**src/rtl/vga_timing_gen_pkg.sv**
```systemverilog
`default_nettype none
// ============================================================================
//  Module      : vga_timing_gen_pkg
//  Description : Shared mode constants, field widths and helpers for the VGA
//                raster timing generator (1280x1024@60 default mode).
//  Revision    : 1.0 - initial release
// ============================================================================
package vga_timing_gen_pkg;

  // Counter geometry: 11-bit raster counters, totals must fit in 2048.
  localparam int c_CNT_W   = 11;
  localparam int c_EXT_W   = c_CNT_W + 1;
  localparam int c_CNT_MAX = 2048;

  // Colour fields on the pins: {R,G,B}, 4 bits each.
  localparam int c_RGB_W = 4;
  localparam int c_PIX_W = 3 * c_RGB_W;

  // Default mode: 1280x1024@60, 108 MHz pixel clock.
  localparam int c_DEF_H_VISIBLE = 1280;
  localparam int c_DEF_H_FRONT   = 48;
  localparam int c_DEF_H_SYNC    = 112;
  localparam int c_DEF_H_BACK    = 248;
  localparam int c_DEF_V_VISIBLE = 1024;
  localparam int c_DEF_V_FRONT   = 1;
  localparam int c_DEF_V_SYNC    = 3;
  localparam int c_DEF_V_BACK    = 38;

  // Per-pixel timing flags carried alongside the colour read latency.
  typedef struct packed {
    logic active;
    logic hsync;
    logic vsync;
  } timing_bits_t;

  localparam int c_TB_W = $bits(timing_bits_t);

  // lo <= cnt < hi, evaluated one bit wider so hi may equal 2048.
  function automatic logic in_window(input logic [c_EXT_W-1:0] cnt,
                                     input logic [c_EXT_W-1:0] lo,
                                     input logic [c_EXT_W-1:0] hi);
    return (cnt >= lo) && (cnt < hi);
  endfunction

endpackage
`default_nettype wire

```
**src/rtl/sync_delay.sv**
```systemverilog
`default_nettype none
// ============================================================================
//  Module      : sync_delay
//  Description : Width/depth parameterised shift register with enable and
//                asynchronous reset to RESET_VAL. DEPTH 0 is a wire.
//  Revision    : 1.0 - initial release
// ============================================================================
module sync_delay #(
  parameter int               WIDTH     = 1,
  parameter int               DEPTH     = 1,
  parameter logic [WIDTH-1:0] RESET_VAL = '0
) (
  input  logic             clk,
  input  logic             rst,
  input  logic             en,
  input  logic [WIDTH-1:0] din,
  output logic [WIDTH-1:0] dout
);

  generate
    if (DEPTH == 0) begin : g_pass
      // No storage: clock, reset and enable are intentionally unused here.
      logic w_unused;
      assign w_unused = clk ^ rst ^ en;
      assign dout     = din;
    end else begin : g_shift
      logic [WIDTH-1:0] r_stage [DEPTH];

      // Advance every stage by one on each enabled edge.
      always_ff @(posedge clk or posedge rst) begin
        if (rst) begin
          for (int i = 0; i < DEPTH; i++) r_stage[i] <= RESET_VAL;
        end else if (en) begin
          r_stage[0] <= din;
          for (int i = 1; i < DEPTH; i++) r_stage[i] <= r_stage[i-1];
        end
      end

      assign dout = r_stage[DEPTH-1];
    end
  endgenerate

endmodule
`default_nettype wire

```
**src/rtl/vga_timing_gen.sv**
```systemverilog
`default_nettype none
// ============================================================================
//  Module      : vga_timing_gen
//  Description : Raster counters, sync generation, colour blanking and pin
//                register for the VGA port, plus frame start/end pulses.
//  Revision    : 1.0 - initial release
// ============================================================================
module vga_timing_gen
  import vga_timing_gen_pkg::*;
#(
  parameter int   H_VISIBLE = c_DEF_H_VISIBLE,
  parameter int   H_FRONT   = c_DEF_H_FRONT,
  parameter int   H_SYNC    = c_DEF_H_SYNC,
  parameter int   H_BACK    = c_DEF_H_BACK,
  parameter int   V_VISIBLE = c_DEF_V_VISIBLE,
  parameter int   V_FRONT   = c_DEF_V_FRONT,
  parameter int   V_SYNC    = c_DEF_V_SYNC,
  parameter int   V_BACK    = c_DEF_V_BACK,
  parameter logic SYNC_POL  = 1'b1,
  parameter int   RD_LAT    = 1
) (
  input  logic               clk,
  input  logic               rst,
  input  logic               pix_en,
  output logic [c_CNT_W-1:0] x,
  output logic [c_CNT_W-1:0] y,
  output logic               active,
  input  logic [c_PIX_W-1:0] rgb_in,
  output logic [c_RGB_W-1:0] vga_r,
  output logic [c_RGB_W-1:0] vga_g,
  output logic [c_RGB_W-1:0] vga_b,
  output logic               hsync,
  output logic               vsync,
  output logic               frame_start,
  output logic               frame_end
);

  localparam int c_H_TOTAL = H_VISIBLE + H_FRONT + H_SYNC + H_BACK;
  localparam int c_V_TOTAL = V_VISIBLE + V_FRONT + V_SYNC + V_BACK;

  localparam logic [c_CNT_W-1:0] c_ONE      = c_CNT_W'(1);
  localparam logic [c_CNT_W-1:0] c_H_LAST   = c_CNT_W'(c_H_TOTAL - 1);
  localparam logic [c_CNT_W-1:0] c_V_LAST   = c_CNT_W'(c_V_TOTAL - 1);
  localparam logic [c_CNT_W-1:0] c_V_VIS_LS = c_CNT_W'(V_VISIBLE - 1);

  localparam logic [c_EXT_W-1:0] c_H_VIS   = c_EXT_W'(H_VISIBLE);
  localparam logic [c_EXT_W-1:0] c_V_VIS   = c_EXT_W'(V_VISIBLE);
  localparam logic [c_EXT_W-1:0] c_HS_LO   = c_EXT_W'(H_VISIBLE + H_FRONT);
  localparam logic [c_EXT_W-1:0] c_HS_HI   = c_EXT_W'(H_VISIBLE + H_FRONT + H_SYNC);
  localparam logic [c_EXT_W-1:0] c_VS_LO   = c_EXT_W'(V_VISIBLE + V_FRONT);
  localparam logic [c_EXT_W-1:0] c_VS_HI   = c_EXT_W'(V_VISIBLE + V_FRONT + V_SYNC);

  // Reject modes that do not fit the 11-bit counters or the read path.
  generate
    if (c_H_TOTAL > c_CNT_MAX || c_V_TOTAL > c_CNT_MAX) begin : g_bad_total
      $error("vga_timing_gen: H_TOTAL or V_TOTAL exceeds 2048");
    end
    if (RD_LAT < 0 || RD_LAT > 3) begin : g_bad_lat
      $error("vga_timing_gen: RD_LAT must be 0..3");
    end
  endgenerate

  logic [c_CNT_W-1:0] r_h;
  logic [c_CNT_W-1:0] r_v;
  logic               w_h_wrap;
  logic               w_v_wrap;
  timing_bits_t       w_now;
  timing_bits_t       w_dly;

  assign w_h_wrap = (r_h == c_H_LAST);
  assign w_v_wrap = (r_v == c_V_LAST);

  // Raster counters: h every enabled edge, v on each h wrap.
  always_ff @(posedge clk or posedge rst) begin
    if (rst) begin
      r_h <= '0;
      r_v <= '0;
    end else if (pix_en) begin
      if (w_h_wrap) begin
        r_h <= '0;
        r_v <= w_v_wrap ? '0 : r_v + c_ONE;
      end else begin
        r_h <= r_h + c_ONE;
      end
    end
  end

  // Pulses are set on the edge entering the target coordinate and are
  // cleared on the following clk edge whether or not pix_en is high.
  always_ff @(posedge clk or posedge rst) begin
    if (rst) begin
      frame_start <= 1'b0;
      frame_end   <= 1'b0;
    end else begin
      frame_start <= pix_en && w_h_wrap && w_v_wrap;
      frame_end   <= pix_en && w_h_wrap && (r_v == c_V_VIS_LS);
    end
  end

  // Flags for the coordinate currently on x/y; syncs are active-high here.
  assign w_now.active = in_window({1'b0, r_h}, '0, c_H_VIS) &&
                        in_window({1'b0, r_v}, '0, c_V_VIS);
  assign w_now.hsync  = in_window({1'b0, r_h}, c_HS_LO, c_HS_HI);
  assign w_now.vsync  = in_window({1'b0, r_v}, c_VS_LO, c_VS_HI);

  // Hold the flags back by the colour read latency.
  sync_delay #(
    .WIDTH     (c_TB_W),
    .DEPTH     (RD_LAT),
    .RESET_VAL ('0)
  ) u_sync_delay (
    .clk  (clk),
    .rst  (rst),
    .en   (pix_en),
    .din  (w_now),
    .dout (w_dly)
  );

  // Pin register: blank colour outside the visible area, apply polarity.
  always_ff @(posedge clk or posedge rst) begin
    if (rst) begin
      vga_r <= '0;
      vga_g <= '0;
      vga_b <= '0;
      hsync <= ~SYNC_POL;
      vsync <= ~SYNC_POL;
    end else if (pix_en) begin
      {vga_r, vga_g, vga_b} <= w_dly.active ? rgb_in : '0;
      hsync <= w_dly.hsync ^ ~SYNC_POL;
      vsync <= w_dly.vsync ^ ~SYNC_POL;
    end
  end

  assign x      = r_h;
  assign y      = r_v;
  assign active = w_now.active;

endmodule
`default_nettype wire
```
**config.mk**
```make
export PLATFORM = sky130hd
export DESIGN_NAME = vga_timing_gen
export DESIGN_NICKNAME = d
export VERILOG_FILES = /design/src/rtl/vga_timing_gen_pkg.sv /design/src/rtl/sync_delay.sv /design/src/rtl/vga_timing_gen.sv
export SDC_FILE = /design/constraint.sdc
export NUM_CORES = 1
export LEC_CHECK = 0
export CAP_MARGIN = 20
export CORE_MARGIN = 2
export CORE_UTILIZATION = 43
export DETAILED_ROUTE_END_ITERATION = 10
export PLACE_DENSITY = 0.76
export SYNTH_ARGS = -nofsm -noshare
export SYNTH_HDL_FRONTEND = slang
export SYNTH_SLANG_ARGS = --single-unit
```
**constraint.sdc**
```tcl
create_clock -name clk -period 2 [get_ports clk]
set_input_delay 0.5 -clock clk [delete_from_list [all_inputs] [get_ports clk]]
set_output_delay 0.5 -clock clk [all_outputs]
set_load 0.02 [all_outputs]
```
==> flow_summary_export.csv <==
group,metric,value,unit
critical_path,critPathKind,"reg2out",
timing,finalCriticalPeriod,1.94,ns
grt,grt_pass1_vias,1655,
critical_path,cp.required,1.50,ns
critical_path,critPathMaxFanout,8,
clock_tree,clock_path_buffers,2,
synth,synth_warnings,0,
synth,synth_edf_count,0,
clock_tree,path_clk_slew,0.07,ns
clock_tree,h-tree-depth,2,
clock_tree,cts_sinks,41,
timing,max-slew-margin-rel,71.9,%
worst_hold_path,hold_class,"reg2reg",
synth,synth_top_cells_by_area,"dfrtp_1, o21ai_0, nand2_1",
flow_run,maxCapViolCount,0,
timing,setup_viol_count_final,0,
layout,layout_commonest_cell,"clkdlybuf4s50_1",
timing,worst_slew_pin_slew,0.411,ns
clock_tree,postCtsSetupBuffers,0,
placed_design,io_buffers,53,
timing,rsz0062_at_grt,"no",
routing,firstDrtPassIters,4,
layout,insertedDiodeCount,0,
power,vdd_drop_max,0.606,mV
timing,fin_skew,0.00466,ns
floorplan,die_h,71.2,um
layout,nets,285,
floorplan,core,4350,sq um
critical_path,path_buf_inv,1,
synth,synth_cell_types,38,
grt,grt_use_total,19.2,%
placed_design,dp_hpwl,3130,um
synth,ys_ff_latch,41,
placed_design,dp_slack,-0.317,ns
grt,overflow,0,
layout,layout_common_cells,"clkdlybuf4s50_1, dfrtp_1, nand2_1",
layout,final_area,2760,sq um
routing,postRouteAntennaNets,0,
floorplan,die_w,71.2,um
grt,grt_max_degree,42,
floorplan,io_pins,54,
timing,fin_ws,0.0556,ns
timing,finalHoldViolCount,0,
placed_design,placed_area,2630,sq um
clock_tree,root_buffer,"clkbuf_8",
clock_tree,numCtsBuffers,5,
routing,drc,0,
routing,avgViaCountPerCell,5.16,
clock_tree,cts_hold_buf,0,
critical_path,path_delay_family,"buffers and inverters",
critical_path,path_cells,"clkdlybuf4s50_1",
synth,netlist_area,1940,sq um
clock_tree,worstSkewPairLatency,0.30,ns
critical_path,cp.arrival,1.44,ns
layout,final_cells,320,
routing,wirelength,4480,um
critical_path,start_kind,"register",
synth,ys_seq_area_share,52.8,%
grt,grt_pass1_wl,7620,um
placed_design,place_congestion,0.856,
synth,ys_async_sr_fraction,100,%
routing,dr_total_vias,1652,
synth,synth_top_cell_by_area,"dfrtp_1",
routing,wl_per_cell,14.0,um
layout,fillers,382,
run_status,status,"finished, final reports clean",
clock_tree,cts_tree,"yes",
power,leakage,1.20,nW
layout,drive_gt1_share,13.8,%
synth,yosysTopAreaCellShare,52.8,%
synth,avgSynthCellArea,9.72,sq um
floorplan,initial_utilization,44.6,%
synth,synthFlopType,"dfrtp_1",
timing,slew_viol_final,0,
grt,antenna_found_initial,0,
timing,min_period_over_period,97.2,%
layout,postLayoutCoreUtil,63.3,%
floorplan,fp.dieArea,5070,sq um
placed_design,dp_cells,312,
floorplan,num_rows,24,
layout,synthToLayoutAreaGrowth,41.9,%
routing,drt-initial-drc-count,90,
power,powerDensity,838,nW/um^2
critical_path,crit_slowest_cell,"clkdlybuf4s50_1",
synth,synth_nets,218,
critical_path,critPathCaptureType,"primary output",
critical_path,max_stage_delay,0.66,ns
power,power.total,2.31,mW
timing,fmax,0.514,GHz
synth,syn-instance-count,200,
==> logic make-up after synthesis <==
| family | count (synthesis) | synth area share [%] |
|---|---|---|
| flip-flops | 41 | 52.8 |
| buffers and inverters | 29 | 6.12 |
| multiplexers | 6 | 3.35 |
| AO/OA/AOI/OAI | 27 | 7.60 |
| XOR/XNOR | 14 | 6.70 |
| adder cells (fa/ha/maj) | 3 | 1.93 |
| AND/OR/NAND/NOR | 80 | 21.5 |
==> flip-flops by register name, summed over array words and instances (netlist names) <==
signal             cells
frame_end              1
frame_start            1
hsync                  1
u_sync_delay.dout      3
vga_b                  4
vga_g                  4
vga_r                  4
vsync                  1
x                     11
y                     11
==> worst paths after layout <==
kind	slack, ns	endpoint	depth (start not counted)	from
worst max-delay path	0.06	y[3]	1	y[3]$_DFFE_PP0P_
worst min-delay path	0.51	vsync$_DFFE_PP0P_	1	u_sync_delay.dout[0]$_DFFE_PP0P_
worst max register to register	0.16	y[8]$_DFFE_PP0P_	4	x[5]$_DFFE_PP0P_
worst min register to register	0.51	vsync$_DFFE_PP0P_	1	u_sync_delay.dout[0]$_DFFE_PP0P_
max in group asynchronous	1.22	x[2]$_DFFE_PP0P_	3	rst
min in group asynchronous	0.56	vsync$_DFFE_PP0P_	3	rst
==> repair_timing <==
action                                  4_1_cts  5_1_grt
endpoints found under the setup margin        2        5
resized for setup                             2        5
pin swaps                                     0        0
==> Yosys cell counts (2+ instances only) <==
| cell type | count |
|---|---|
| xnor2_1 | 7 |
| o21ai_0 | 19 |
| nand4_1 | 6 |
| or3_1 | 2 |
| nand4b_1 | 2 |
| nor3_1 | 8 |
| clkbuf_1 | 6 |
| xor2_1 | 6 |
| nor2_1 | 12 |
| a21oi_1 | 3 |
| mux2i_1 | 2 |
| ha_1 | 3 |
| nand2_1 | 23 |
| dfrtp_1 | 41 |
| nor4_1 | 3 |
| mux2_2 | 4 |
| nand3_1 | 10 |
| and3_1 | 4 |
| inv_1 | 20 |
==> power breakdown <==
part / internal [mW] / total [mW] / switching (mW)
sequential: 0.910 / 1.01 / 0.101
combinational: 0.307 / 0.619 / 0.312
clock: 0.407 / 0.682 / 0.275
==> metal layers <==
metal | wire length, um | track usage (%)
met5 | 0 | 0
met1 | 1980 | 24.9
met2 | 2160 | 31.6
met4 | 74 | 6.92
met3 | 270 | 4.64
==> stage by stage <==
step                      hold WS [ns]  setup TNS (ns)
after floorplan                  0.475               0
after global placement           0.486           -3.04
after detailed placement         0.495           -3.99
after CTS                        0.519               0
after global routing             0.545               0
final                            0.514               0
==> cell type report <==
class	instances	area [sq um]	share of cell area, %
Sequential cell	41	1030	37.4
Clock buffer	7	86.3	3.13
Clock inverter	1	30.0	1.09
Multi-Input combinational cell	130	802	29.1
Tap cell	52	65.1	2.36
Inverter	20	75.1	2.72
Timing Repair Buffer	69	667	24.2
No activity file was read; power rests on OpenSTA's default activity.
